==> config.mk <==
export PLATFORM = sky130hd
export DESIGN_NAME = cdec_datapath
export DESIGN_NICKNAME = d
export VERILOG_FILES = /design/src/rtl/cdec_datapath_pkg.sv /design/src/rtl/cdec_alu.sv /design/src/rtl/cdec_datapath.sv
export SDC_FILE = /design/constraint.sdc
export NUM_CORES = 1
export LEC_CHECK = 0
export CORE_ASPECT_RATIO = 0.8
export CORE_MARGIN = 5
export CORE_UTILIZATION = 25
export DETAILED_ROUTE_END_ITERATION = 8
export PLACE_DENSITY_LB_ADDON = 0.2
export SYNTH_ARGS = -nofsm -noshare
export SYNTH_HDL_FRONTEND = slang
export SYNTH_SLANG_ARGS = --single-unit
==> constraint.sdc <==
create_clock -name clk -period 5.66 [get_ports clk]
set_input_delay 0.849 -clock clk [delete_from_list [all_inputs] [get_ports clk]]
set_output_delay 0.849 -clock clk [all_outputs]
set_load 0.1 [all_outputs]
==> src/rtl/cdec_datapath_pkg.sv <==
// Shared CDEC control-code constants: X-bus source/destination, ALU ops, flag positions.
package cdec_datapath_pkg;

  localparam int unsigned DW    = 8;
  localparam int unsigned SEL_W = 3;
  localparam int unsigned OP_W  = 4;
  localparam int unsigned FLG_W = 3;

  localparam int unsigned FLG_S  = 2;
  localparam int unsigned FLG_Z  = 1;
  localparam int unsigned FLG_CY = 0;

  localparam logic [SEL_W-1:0] xsrc_A  = 3'd0;
  localparam logic [SEL_W-1:0] xsrc_B  = 3'd1;
  localparam logic [SEL_W-1:0] xsrc_C  = 3'd2;
  localparam logic [SEL_W-1:0] xsrc_PC = 3'd3;
  localparam logic [SEL_W-1:0] xsrc_R  = 3'd4;
  localparam logic [SEL_W-1:0] xsrc_RD = 3'd5;

  localparam logic [SEL_W-1:0] xdst_A   = 3'd0;
  localparam logic [SEL_W-1:0] xdst_B   = 3'd1;
  localparam logic [SEL_W-1:0] xdst_C   = 3'd2;
  localparam logic [SEL_W-1:0] xdst_T   = 3'd3;
  localparam logic [SEL_W-1:0] xdst_PC  = 3'd4;
  localparam logic [SEL_W-1:0] xdst_MAR = 3'd5;
  localparam logic [SEL_W-1:0] xdst_I   = 3'd6;
  localparam logic [SEL_W-1:0] xdst_WDR = 3'd7;

  localparam logic [OP_W-1:0] aluop_ZERO = 4'd0;
  localparam logic [OP_W-1:0] aluop_INC  = 4'd1;
  localparam logic [OP_W-1:0] aluop_DEC  = 4'd2;
  localparam logic [OP_W-1:0] aluop_NOT  = 4'd3;
  localparam logic [OP_W-1:0] aluop_ADD  = 4'd4;
  localparam logic [OP_W-1:0] aluop_ADC  = 4'd5;
  localparam logic [OP_W-1:0] aluop_SUB  = 4'd6;
  localparam logic [OP_W-1:0] aluop_SBB  = 4'd7;
  localparam logic [OP_W-1:0] aluop_AND  = 4'd8;
  localparam logic [OP_W-1:0] aluop_OR   = 4'd9;
  localparam logic [OP_W-1:0] aluop_EOR  = 4'd10;

endpackage

==> src/rtl/cdec_alu.sv <==
// CDEC ALU: combinational 8-bit result plus S/Z/Cy from operand X, second operand T and carry-in.
module cdec_alu
  import cdec_datapath_pkg::*;
(
  input  logic [DW-1:0]   x,
  input  logic [DW-1:0]   t,
  input  logic            cy_in,
  input  logic [OP_W-1:0] aluop,
  output logic [DW-1:0]   result,
  output logic            s,
  output logic            z,
  output logic            cy
);

  logic [DW:0] wide;

  // Bit 8 of the 9-bit sum/difference is carry for adds and borrow for subtracts.
  always_comb begin
    wide = '0;
    case (aluop)
      aluop_INC: wide = {1'b0, x} + 9'd1;
      aluop_DEC: wide = {1'b0, x} - 9'd1;
      aluop_NOT: wide = {1'b0, ~x};
      aluop_ADD: wide = {1'b0, x} + {1'b0, t};
      aluop_ADC: wide = {1'b0, x} + {1'b0, t} + 9'(cy_in);
      aluop_SUB: wide = {1'b0, x} - {1'b0, t};
      aluop_SBB: wide = {1'b0, x} - {1'b0, t} - 9'(cy_in);
      aluop_AND: wide = {1'b0, x & t};
      aluop_OR:  wide = {1'b0, x | t};
      aluop_EOR: wide = {1'b0, x ^ t};
      default:   wide = '0;
    endcase
    result = wide[DW-1:0];
    s      = wide[DW-1];
    z      = (wide[DW-1:0] == 8'h00);
    cy     = wide[DW];
  end

endmodule

==> src/rtl/cdec_datapath.sv <==
// CDEC 8-bit datapath: register file, X-bus mux, ALU/flags and memory port.
// Optional CDEC_MONITOR_HALT_EN adds mon_halt, which freezes all state and blocks writes.
module cdec_datapath
  import cdec_datapath_pkg::*;
(
  input  logic              clk,
  input  logic              reset,
  input  logic [SEL_W-1:0]  xsrc,
  input  logic [SEL_W-1:0]  xdst,
  input  logic [OP_W-1:0]   aluop,
  input  logic              Rwe,
  input  logic              FLGwe,
  input  logic              MEMwe,
  input  logic [DW-1:0]     mem_rdata,
  output logic [DW-1:0]     mem_addr,
  output logic [DW-1:0]     mem_wdata,
  output logic              mem_we,
  output logic [DW-1:0]     I,
  output logic [FLG_W-1:0]  SZCy
`ifdef CDEC_MONITOR_HALT_EN
  ,
  input  logic              mon_halt
`endif
);

  logic [DW-1:0]    a_q, b_q, c_q, t_q, r_q, pc_q, mar_q, i_q, wdr_q;
  logic [DW-1:0]    a_d, b_d, c_d, t_d, r_d, pc_d, mar_d, i_d, wdr_d;
  logic [FLG_W-1:0] flg_q, flg_d;
  logic [DW-1:0]    x_bus_c;
  logic [DW-1:0]    alu_res;
  logic             alu_s, alu_z, alu_cy;
  logic             run_c;

`ifdef CDEC_MONITOR_HALT_EN
  assign run_c = ~mon_halt;
`else
  assign run_c = 1'b1;
`endif

  always_comb begin
    case (xsrc)
      xsrc_A:  x_bus_c = a_q;
      xsrc_B:  x_bus_c = b_q;
      xsrc_C:  x_bus_c = c_q;
      xsrc_PC: x_bus_c = pc_q;
      xsrc_R:  x_bus_c = r_q;
      xsrc_RD: x_bus_c = mem_rdata;
      default: x_bus_c = 8'h00;
    endcase
  end

  cdec_alu u_alu (
    .x      (x_bus_c),
    .t      (t_q),
    .cy_in  (flg_q[FLG_CY]),
    .aluop  (aluop),
    .result (alu_res),
    .s      (alu_s),
    .z      (alu_z),
    .cy     (alu_cy)
  );

  // Bus destination, R and flags update independently in the same edge.
  always_comb begin
    a_d   = a_q;
    b_d   = b_q;
    c_d   = c_q;
    t_d   = t_q;
    r_d   = r_q;
    pc_d  = pc_q;
    mar_d = mar_q;
    i_d   = i_q;
    wdr_d = wdr_q;
    flg_d = flg_q;
    if (run_c) begin
      case (xdst)
        xdst_A:   a_d   = x_bus_c;
        xdst_B:   b_d   = x_bus_c;
        xdst_C:   c_d   = x_bus_c;
        xdst_T:   t_d   = x_bus_c;
        xdst_PC:  pc_d  = x_bus_c;
        xdst_MAR: mar_d = x_bus_c;
        xdst_I:   i_d   = x_bus_c;
        default:  wdr_d = x_bus_c;
      endcase
      if (Rwe) begin
        r_d = alu_res;
      end
      if (FLGwe) begin
        flg_d[FLG_S]  = alu_s;
        flg_d[FLG_Z]  = alu_z;
        flg_d[FLG_CY] = alu_cy;
      end
    end
  end

  always_ff @(posedge clk or posedge reset) begin
    if (reset) begin
      a_q   <= '0;
      b_q   <= '0;
      c_q   <= '0;
      t_q   <= '0;
      r_q   <= '0;
      pc_q  <= '0;
      mar_q <= '0;
      i_q   <= '0;
      wdr_q <= '0;
      flg_q <= '0;
    end else begin
      a_q   <= a_d;
      b_q   <= b_d;
      c_q   <= c_d;
      t_q   <= t_d;
      r_q   <= r_d;
      pc_q  <= pc_d;
      mar_q <= mar_d;
      i_q   <= i_d;
      wdr_q <= wdr_d;
      flg_q <= flg_d;
    end
  end

  assign mem_addr  = mar_q;
  assign mem_wdata = wdr_q;
  assign mem_we    = MEMwe & run_c;
  assign I         = i_q;
  assign SZCy      = flg_q;

endmodule

== After elaboration in Yosys (flattened, before gate mapping) ==
Index checks and enable logic that the tools add are counted.
Storage, ports and cells
  input port bits: 23
  register bits: 75
Cells by class
  bitwise gates (word level): 4
  equal/unequal tests: 21
  reductions and logical operators: 4
  $add $sub $neg: 6
  mux-type cells: 2
Operators by type and width (count)
  $pmux 9 s10: 1
  $pmux 8 s6: 1
  $eq 4x3->1 const B: 4
  $eq 3x3->1 const B: 5
  $eq 3x2->1 const B: 4
  $eq 4x4->1 const B: 3
  $add 8x1->9 const B: 1
  $add 8x8->9: 1
  $add 9x1->9: 1
  $sub 8x1->9 const B: 1
  $sub 8x8->9: 1
  $sub 9x1->9: 1
  $and 8x8->8: 1
  $eq 4x2->1 const B: 2
  $logic_not 8->1: 1
  $not 8->8: 1
  $or 8x8->8: 1
  $xor 8x8->8: 1
  $reduce_or 7->1: 1
  $eq 3x1->1 const B: 2
  $logic_not 3->1: 2
  $eq 4x1->1 const B: 1

== Logic depth before layout (Yosys ltp) ==
Gate-level depths: netlist of run 1.
  depth in word-level cells: 6
  gate-level depth with buffers: 17
  mapped depth without buffers: 15

== Hierarchy ==
From an unflattened synthesis of run 1, not the netlist that was laid out.
Second synthesis, totals
  cells, all modules: 616
  area total of the unflattened synthesis: 5607.9 um^2
Modules (own cells, without submodules)
  cdec_datapath: times used 1, cells an instance 291, area an instance 3206.8 um^2
  cdec_alu: times used 1, cells an instance 325, area an instance 2401.1 um^2

== Worst setup path after synthesis of run 1 ==
Ideal clock, no wire load.
  kind: input to register
  start: input port xsrc[0]
  end: register flg_q[1] (netlist: SZCy[1])
  stages: 16
  path buffers: 2
  arrival time: 4.298 ns
  library setup time: 0.067 ns
  required time: 5.593 ns
  path slack: 1.296 ns
  cell sequence: buf_2 -> nor2b_1 -> a22oi_1 -> nor2_1 -> a221oi_1 -> clkbuf_1 -> inv_1 -> ha_1 -> nand2b_1 -> a2111o_1 -> a21oi_1 -> xnor2_1 -> nor3_1 -> a211o_1 -> a2111oi_4 -> a41o_1
On the way
  longest elaborated chain between the ends: 6
RTL lines
  from (decl): line cdec_datapath.sv:8  | input logic [SEL_W-1:0] xsrc,
  $eq 3x3->1 (tied with other cells): line cdec_datapath.sv:41  | case (xsrc)
  $pmux 8 s6 *: line cdec_datapath.sv:41
  net u_alu.x[1]: line cdec_alu.sv:5  | input logic [DW-1:0] x,
  $sub 8x8->9 or $add 8x8->9 (tied branches)
  $sub 9x1->9 or $add 9x1->9 (tied branches): line cdec_alu.sv:27, cdec_alu.sv:25
  $pmux 9 s10 *: line cdec_alu.sv:20  | case (aluop)
  $logic_not 8->1 *: line cdec_alu.sv:35  | z = (wide[DW-1:0] == 8'h00);
  to (signal assigned): line cdec_datapath.sv:119  | flg_q <= flg_d;
  to (decl): line cdec_datapath.sv:28  | logic [FLG_W-1:0] flg_q, flg_d;
Mark *: on every way through the listed nets, which the timed path passes. The rest lies on a longest branch.
A chain may end at the register's enable or synchronous reset.

== Worst setup path after layout of run 1 ==
  start: input port xsrc[2]
  end: register flg_q[1] (netlist: SZCy[1])
The elaborated chain is that of the path after synthesis.

==> run summary, run 1 <==
The most used flip-flop cell after synthesis is sky130_fd_sc_hd__dfrtp_1. The launch point of the worst reg-to-reg path was b_q[0]$_DFFE_PP0P_. Averaged over all synthesized cells, the footprint is 8.59 um^2. In this run the cell area measured after placement is 6220 um^2.

In this run the worst setup path terminates at SZCy[1]$_DFFE_PP0P_. The final-report hold violation count is 0, and the setup clock skew after layout is 0.00745 ns. Entering global routing, the biggest net connects 76 pins. The clock network accounts for 25.5% of the total power. In the final design database the tool counted 731 nets.

After layout, the design draws a total of 2.50 mW. Counting flops with an async set or reset pin after synthesis yields a share of 100%. The switching power of the nets was 1.09 mW; the number of nets in the synthesized netlist was 691.

The utilization after layout is 30.5%, and the I/O pin total is 51. The run gives 0 as the initial antenna violation count. The first-pass iteration count of the detailed router was 5; the average routed wire per standard cell was 18.5 um.

For the number of hold buffers added after CTS, the log shows 0. Setup repair after global routing left no endpoint under its margin. The number of enable flip-flop cells after synthesis is 0, and the total standard cell area after synthesis is 5410 um^2. In this run the register-to-register setup slack is 1.53 ns. The share of the clock period used by the worst path is 92.5%, and the number of antenna cells inserted is 0.

The vertical die dimension came out at 142 um. Counting every sink on the clock net gives 75. Post-detailed-route via-to-cell ratio: 4.97.

The final routed wirelength across all metal layers was 17600 um; the sum of overflow across all layers after global routing was 0. Once detail routing completed, the nets flagged for antenna violations numbered 0. Via total after detailed routing: 4720. From synthesis to final layout, the design area changed by 20.9%. The sequential share of the synthesized area is 34.7%. In the routed design, unresolved DRC markers number 0. The run gives 28.1% as the sequential share of power. After routing the design area is 6540 um^2.

The first routing iteration left 470 violations. The post-synthesis register bit count is 75. The floorplan has 48 rows. The logs give 191 MHz for the top achievable clock speed and 0.33 ns for the clock latency on the worst-skew pair.

In this run the deepest clock path goes through 2 buffers. The internal power of the cells totals 1.41 mW. The flow ran to the end, and the final reports show no timing, DRC or antenna violations.

The worst pin sits at a relative slew slack of 32.0%. Kind of capture point of the worst setup path: a register. Buffers added to address setup during post-CTS repair amount to 0. The routed design could run at a clock period as short as 5.23 ns.

The critical path is of the in -> reg type. Of the cells placed in the final design, the portion with a size suffix greater than 1 is 10.7%. The floorplan step defined a die boundary enclosing 24700 um^2. The critical-path maximum fanout was 14; the slew at the pin closest to its max-slew limit was 1.02 ns.

In this run switching power makes up 43.6% of total power. The data arrival time of the worst path came out at 5.50 ns. In this run the worst setup path begins at xsrc[2].

The worst register-to-register path has a depth of 15. The post-detailed-placement half-perimeter wirelength came out at 13300 um. The worst register-to-register path ends at SZCy[1]$_DFFE_PP0P_. Setup violation total in the final timing report: 0. For the slack of the critical path, the log shows 0.426 ns. Power spread over the standard cell area amounts to 382 nW/um^2. The leakage power of the design is 2.76 nW, and the area share of the largest cell type after synthesis is 34.7%. The run gives 76 as the distinct cell type count after synthesis.

The largest area contributor in the netlist was sky130_fd_sc_hd__dfrtp_1. Counting stages on the worst path, the most repeated cell is sky130_fd_sc_hd__inv_1. Number of pins exceeding their max-slew limit in the final report: 0. Class of the tightest hold or removal check: reg -> reg. TritonCTS built the clock tree. The tools report the number of max-cap violations as 0. Before CTS, the worst setup slack after placement is 0.194 ns. The signal on the critical path passes through clkdlybuf4s50_1 -> mux2_1 -> a21oi_1 -> o221a_2 -> inv_1 -> ha_1 -> inv_1 -> fa_1 -> inv_1 -> ha_1 -> a21oi_1 -> o22ai_1 -> a2111oi_0 -> and4_1 -> and3_1 -> a41o_1. STA classifies the critical path startpoint as an input pin. Port buffering added 48 buffers.

The power share of the combinational group is 46.3%. Across every metal layer, demand over resource in global routing totals 14.4%. The largest single stage delay on the critical path is 0.86 ns. Counting the buffers created by CTS gives 9. The number of cells upsized or downsized after cts was 0; the gate count of the mapped netlist was 630. The run gives 0.213 mV as the peak ir drop on the vdd network.

The worst endpoint required time is 5.93 ns. CTS built an H-tree with a depth of 3. After filler insertion, the fill cell instance count of the layout stands at 2231.

The clock slew seen by the registers of the worst setup and hold paths works out to 0.06 ns. The logs give 21400 um^2 for the core footprint and 4724 for the number of global-route vias before repair. Slowest cell on the critical path: sky130_fd_sc_hd__clkdlybuf4s50_1. At the end of routability-driven placement, the weighted congestion stood at 0.944. The starting density of the core came out at 25.2%. CTS placed an instance of sky130_fd_sc_hd__clkbuf_16 at the clock tree root. The first global-routing pass estimated 27900 um of wire. Summed over all failing endpoints, the final setup total negative slack is 0 ns.

Sorting the synthesized cells by area gives the leading types as sky130_fd_sc_hd__dfrtp_1 35%, sky130_fd_sc_hd__ha_1 8.1%, sky130_fd_sc_hd__o21ai_0 6.7%, sky130_fd_sc_hd__nand2_1 5.6%, sky130_fd_sc_hd__a21oi_1 3.8%. The Yosys step of the flow raised 0 warnings. In this run the horizontal extent of the chip is 174 um.
worst min-delay path by stage:
stage                            start            endpoint  slack [ns]  cells after the start
global route        b_q[2]$_DFFE_PP0P_  b_q[2]$_DFFE_PP0P_        0.51                      2
floorplan           a_q[0]$_DFFE_PP0P_  a_q[0]$_DFFE_PP0P_        0.44                      2
CTS                 c_q[5]$_DFFE_PP0P_  c_q[5]$_DFFE_PP0P_        0.49                      2
global placement      I[2]$_DFFE_PP0P_    I[2]$_DFFE_PP0P_        0.46                      2
detailed placement  c_q[4]$_DFFE_PP0P_  c_q[4]$_DFFE_PP0P_        0.47                      2
finish              c_q[4]$_DFFE_PP0P_  c_q[4]$_DFFE_PP0P_        0.49                      2
cells in the mapped netlist (7+ instances only):
cell type                  count
sky130_fd_sc_hd__nand2_1      81
sky130_fd_sc_hd__dfrtp_1      75
sky130_fd_sc_hd__o21ai_0      72
sky130_fd_sc_hd__nor2_1       49
sky130_fd_sc_hd__a21oi_1      41
sky130_fd_sc_hd__inv_1        36
sky130_fd_sc_hd__ha_1         35
sky130_fd_sc_hd__clkbuf_1     22
sky130_fd_sc_hd__xnor2_1      21
sky130_fd_sc_hd__nand2b_1     13
sky130_fd_sc_hd__nor2b_1      11
sky130_fd_sc_hd__a211oi_1      9
sky130_fd_sc_hd__buf_2         7
sky130_fd_sc_hd__mux2_2        7
sky130_fd_sc_hd__mux2i_1       7
sky130_fd_sc_hd__nor3_1        7
kinds of logic after synthesis:
| family | synth area share, % |
|---|---|
| flops | 34.7 |
| mux | 3.79 |
| fa+ha+maj | 9.20 |
| simple gates | 17.9 |
| xor+xnor | 4.37 |
| compound gates | 23.8 |
| buf+inv | 6.22 |
critical path, delay by kind of cell:
| family | cells | cell delay (ns) |
|---|---|---|
| buffers and inverters | 4 | 1.10 |
| AO/OA/AOI/OAI | 6 | 1.87 |
| multiplexers | 1 | 0.39 |
| AND/OR/NAND/NOR | 2 | 0.45 |
| adder cells (fa/ha/maj) | 3 | 0.85 |
placed cells by master, fill, tap and decap left out, drive strengths merged, types with 6 or more instances in the layout:
cell	instances
mux2	8
clkdlybuf4s50	48
nor2b	12
clkbuf	10
o21ai	73
inv	39
a22oi	6
nor3	8
nor2	49
buf	23
nand2b	13
dfrtp	75
xor2	6
a211oi	9
a21oi	41
a2111oi	9
or2	7
xnor2	21
nand2	81
ha	35
nand3	7
mux2i	7
power by group through the flow:
stage               clock network, mW  registers (mW)  logic [mW]
finish                          0.638           0.703        1.16
global route                    0.674           0.714        1.25
CTS                             0.657           0.702        1.15
detailed placement                  0           0.709        1.15
global placement                    0           0.711        1.14
floorplan                           0           0.934       0.589
routing by layer:
| layer | vias to the layer above | part of all wire [%] | track usage (%) | wire length, um |
|---|---|---|---|---|
| li1 | 2303 | - | - | - |
| met1 | 2257 | 53 | 22.8 | 9290 |
| met2 | 141 | 40 | 19.7 | 6970 |
| met3 | 19 | 6.2 | 3.52 | 1090 |
| met4 | 0 | 1.4 | 2.96 | 249 |
| met5 | - | 0 | 0 | 0 |
area by class of cell:
class                           instances  area (um^2)  area share [%]
Tap cell                              275          344            5.26
Sequential cell                        75         1880            28.7
Clock inverter                          6         96.3            1.47
Multi-Input combinational cell        477         3210            49.0
Inverter                               36          135            2.07
Clock buffer                           10          229            3.50
Timing Repair Buffer                   71          653            9.98
through the flow:
stage	instances	hold WS (ns)
2_1_floorplan	630	0.442
3_5_place_dp	934	0.473
4_1_cts	950	0.488
5_1_grt	950	0.508
6_report	950	0.486
3_3_place_gp	934	0.463
(Power assumes the default switching activity.)
==> run 2: changes to the inputs <==
SYNTH_HIERARCHICAL = 1   (was not set)
==> run summary, run 2 <==
The flow ran to the end, and the final reports show no timing, DRC or antenna violations. The endpoint identified for the worst register-to-register timing path is SZCy[1]$_DFFE_PP0P_. The detailed router finished its first iteration with 475 violations. The count of filler cells inserted in the layout is 2350, and the number of cells on the worst reg-to-reg path is 15. The run gives 2 as the clock tree buffer depth. The most numerous cell in the Yosys netlist is sky130_fd_sc_hd__dfrtp_1.

The share of the clock period used by the worst path is 86.3%, and the top achievable clock speed is 205 MHz. The multi-input combinational cells in the finished layout cover a total of 3390 um^2. Clock tree synthesis inserted a total of 9 buffers.

The number of cells upsized or downsized after cts came out at 0. The logs give 0 for the number of pins exceeding their max-slew limit in the final report and 22300 um^2 for the core footprint. The area added between synthesis and finish was 20.9%.

Hold repair after CTS inserted 0 buffers. The run gives 5 as the first-pass iteration count of the detailed router. The worst setup path is captured at a register. For this design the ratio of total power to cell area is 434 nW/um^2. For hold timing, the worst endpoint is mem_wdata[2]$_DFFE_PP0N_.

sky130_fd_sc_hd__dfrtp_1 takes more of the synthesized area than any other cell. Leaving out fill and tap cells, the most frequent cell in the layout is sky130_fd_sc_hd__dfrtp_1. The setup clock skew after layout came out at 0.00989 ns. In this run the static leakage power is 2.84 nW. Yosys mapped a number of flops with a built-in enable equal to 0. Averaged over all synthesized cells, the footprint is 9.10 um^2. Data on the critical path is required at its endpoint by 5.94 ns.

Along the worst path, the maximum fanout reaches 11. Counting instances in the post-synthesis netlist gives the leading cell types as 75 x sky130_fd_sc_hd__dfrtp_1, 58 x sky130_fd_sc_hd__a21oi_1, 57 x sky130_fd_sc_hd__nor2_1. For the final routed wirelength across all metal layers, the log shows 17800 um. After synthesis the netlist holds a flip-flop and latch count of 75. Routability-driven placement finished with a final weighted congestion of 0.943. The library cells used most frequently in the layout, excluding fill and tap cells, are 75 x sky130_fd_sc_hd__dfrtp_1, 58 x sky130_fd_sc_hd__a21oi_1, 57 x sky130_fd_sc_hd__nor2_1.

The starting density of the core is 25.2%, and the all-layer global routing usage is 14.0%. Setup TNS after final layout: 0 ns. The count of synthesis-stage warnings from yosys is 6. Among all stages on the critical path, the largest delay is contributed by sky130_fd_sc_hd__clkdlybuf4s50_1. The worst hold path begins at mem_wdata[2]$_DFFE_PP0N_. In the routed layout, each cell is associated on average with a via count of 5.04. The tools report the launch point of the worst reg-to-reg path as a_q[0]$_DFFE_PP0P_. Cells with a size suffix above 1 make up 13.3% of the layout.

Counting every sink on the clock net gives 75. In this run the number of H-tree levels came out at 3. The final-report hold violation count is 0. The worst hold slack was 0.476 ns; the distinct cell type count after synthesis was 87. In this run the remaining antenna-violating nets after routing total 0. The combined buffer and inverter count along the critical path works out to 4. The post-route minimum period came out at 4.88 ns.

The cell family contributing the most delay on the critical path is buffers and inverters. The master cell of the clock root buffer was sky130_fd_sc_hd__clkbuf_16. The post-detailed-placement half-perimeter wirelength was 13700 um. By area the synthesized netlist is led by sky130_fd_sc_hd__dfrtp_1 33%, sky130_fd_sc_hd__ha_1 7.8%, sky130_fd_sc_hd__a21oi_1 5.2%, sky130_fd_sc_hd__nor2_1 3.8%, sky130_fd_sc_hd__mux2_2 3.6%. The class of the tightest hold or removal check is reg -> reg. The worst setup path is of the in -> reg kind. The largest single stage delay on the critical path is 0.58 ns.

The logs give 26.2% for the headroom to the max-slew limit and 677 for the number of nets in the synthesized netlist. The via total after detailed routing is 4907. The first global-routing pass estimated 27800 um of wire.

Setup violations remaining at the end of the flow were counted as 0. OpenSTA, run right after detailed placement, puts the worst setup slack at 0.458 ns. For this design the top-level I/O count stands at 51. The share of synthesized area in the top cell type comes to 33.5%. The critical path goes through clkdlybuf4s50_1 -> buf_4 -> and2b_1 -> a22oi_1 -> o22a_2 -> inv_1 -> inv_1 -> ha_1 -> fa_1 -> o21bai_1 -> a211oi_1 -> nor4_4 -> o2111ai_1 -> mux2_2 -> o311ai_2 -> nor4_2 -> mux2_2. The worst register-to-register path has a setup slack of 1.74 ns.

The most used flip-flop cell after synthesis is sky130_fd_sc_hd__dfrtp_1. For the sum of overflow across all layers after global routing, the log shows 0. TritonCTS built the clock tree. The hold path depth works out to 2.

The floorplan step defined a die boundary enclosing 25500 um^2. The logs give 5.16 ns for the data arrival time of the worst path and 0 for the number of antenna cells inserted. Setup repair after global routing left no endpoint under its margin. Port buffering added 48 buffers.

For this run, asynchronously set or reset flops after synthesis account for 100%. The startpoint kind of the worst setup timing path was an input pin. In the final layout, flip-flops and latches occupy 1880 um^2. Max-cap violations in this run came to 0. The logs give 49 for the number of core rows and 40 for the maximum number of pins on one net before global-route repair. For this run, design rule violations remaining after detail routing come to 0. For this run, the post-layout net count is 724. The run gives 0 as the initial antenna violation count. The run gives 4784 as the number of global-route vias before repair. The tools report the sequential share of the synthesized area as 33.5%. Counting every instance in the synthesized netlist gives 616. IR analysis of the VDD net gives a maximum drop of 0.188 mV.

The slew at the pin closest to its max-slew limit is 1.10 ns, and the clock latency on the worst-skew pair is 0.33 ns. Measured along the x axis, the die boundary spans 177 um. The average routed wire per standard cell works out to 18.3 um. Once the clock tree was built, the setup fixing pass inserted 0 buffers.

After clock tree synthesis, the clock-pin slew on the worst setup and hold paths is 0.06 ns. The tools report the slack of the critical path as 0.776 ns. The mapped netlist covers 5610 um^2.

The die is 144 um tall.
==> run 2: cell count changes in the layout (fill, tap and decap cells not counted), moves of 5 or more <==
| cell | previous run | this run |
|---|---|---|
| sky130_fd_sc_hd__xnor2_1 | 21 | 8 |
| sky130_fd_sc_hd__nor2b_1 | 11 | 3 |
| sky130_fd_sc_hd__mux2_2 | 7 | 18 |
| sky130_fd_sc_hd__a21oi_1 | 41 | 58 |
| sky130_fd_sc_hd__nor3b_1 | 2 | 7 |
| sky130_fd_sc_hd__o21ai_1 | 2 | 13 |
| sky130_fd_sc_hd__o21bai_1 | 0 | 5 |
| sky130_fd_sc_hd__nand2_1 | 81 | 46 |
| sky130_fd_sc_hd__o21ai_0 | 71 | 35 |
| sky130_fd_sc_hd__a2111oi_0 | 6 | 1 |
| sky130_fd_sc_hd__nor2_1 | 49 | 57 |
==> run 2: worst max path at each step <==
stage             from  cells after the start                  end  slack (ns)
2_1_floorplan  xsrc[0]                     14  SZCy[1]$_DFFE_PP0P_        1.42
3_3_place_gp   xsrc[1]                     16  SZCy[1]$_DFFE_PP0P_        0.46
3_5_place_dp   xsrc[1]                     16  SZCy[1]$_DFFE_PP0P_        0.46
4_1_cts        xsrc[2]                     17  SZCy[1]$_DFFE_PP0P_        0.80
5_1_grt        xsrc[1]                     16  SZCy[1]$_DFFE_PP0P_        0.48
6_report       xsrc[2]                     17  SZCy[1]$_DFFE_PP0P_        0.78
==> run 2: report_power, final <==
group	internal (mW)	switching [mW]	total (mW)	leakage, nW
Clock	0.433	0.231	0.663	0.167
Sequential	0.661	0.0896	0.750	0.919
Combinational	0.516	1.01	1.53	1.76
==> run 2: per-stage QoR <==
stage	utilization (%)	power, mW	std cells	cell area [um^2]
final	30.5	2.94	974	6780
after floorplan	-	1.86	616	5610
after detailed placement	28.9	2.27	958	6440
after CTS	30.5	2.94	974	6780
after global routing	30.5	3.11	974	6780
after global placement	28.9	2.26	958	6440
==> run 2: worst register-to-register path: cells and delay by family (launching register included) <==
family	cells	cell delay (ns)
AO/OA/AOI/OAI	6	1.07
adder cells (fa/ha/maj)	2	0.78
buffers and inverters	2	0.29
flip-flops	1	0.34
multiplexers	2	0.47
AND/OR/NAND/NOR	3	0.91
==> run 2: per-layer routing <==
metal  wire, um  global-route usage, %  vias to the layer above
met5          0                      0                        -
met4        195                   3.46                        0
met3        970                   2.63                       17
met2       7640                   20.6                      159
met1       8970                   21.2                     2391
li1           -                      -                     2340
==> run 2: logic make-up (layout without fill, tap and decap cells) <==
logic type                 after synthesis  after routing  synth area share (%)
AOI/OAI and AO/OA                      195            195                  23.4
and+or+nand+nor                        181            181                  16.8
DFF                                     75             75                  33.5
buffers and inverters                   74            126                  6.11
adders and majority gates               38             38                  8.88
muxes                                   34             34                  7.81
xor gates and xnor gates                19             19                  3.48
==> run 2: layout make-up <==
type                    instances  area share (%)
repair buffers                 69            9.41
flip-flops and latches         75            27.7
clock inverters                 6            1.66
well taps                     306            5.65
multi-input cells             467            50.0
inverters                      41            2.27
clock buffers                  10            3.38
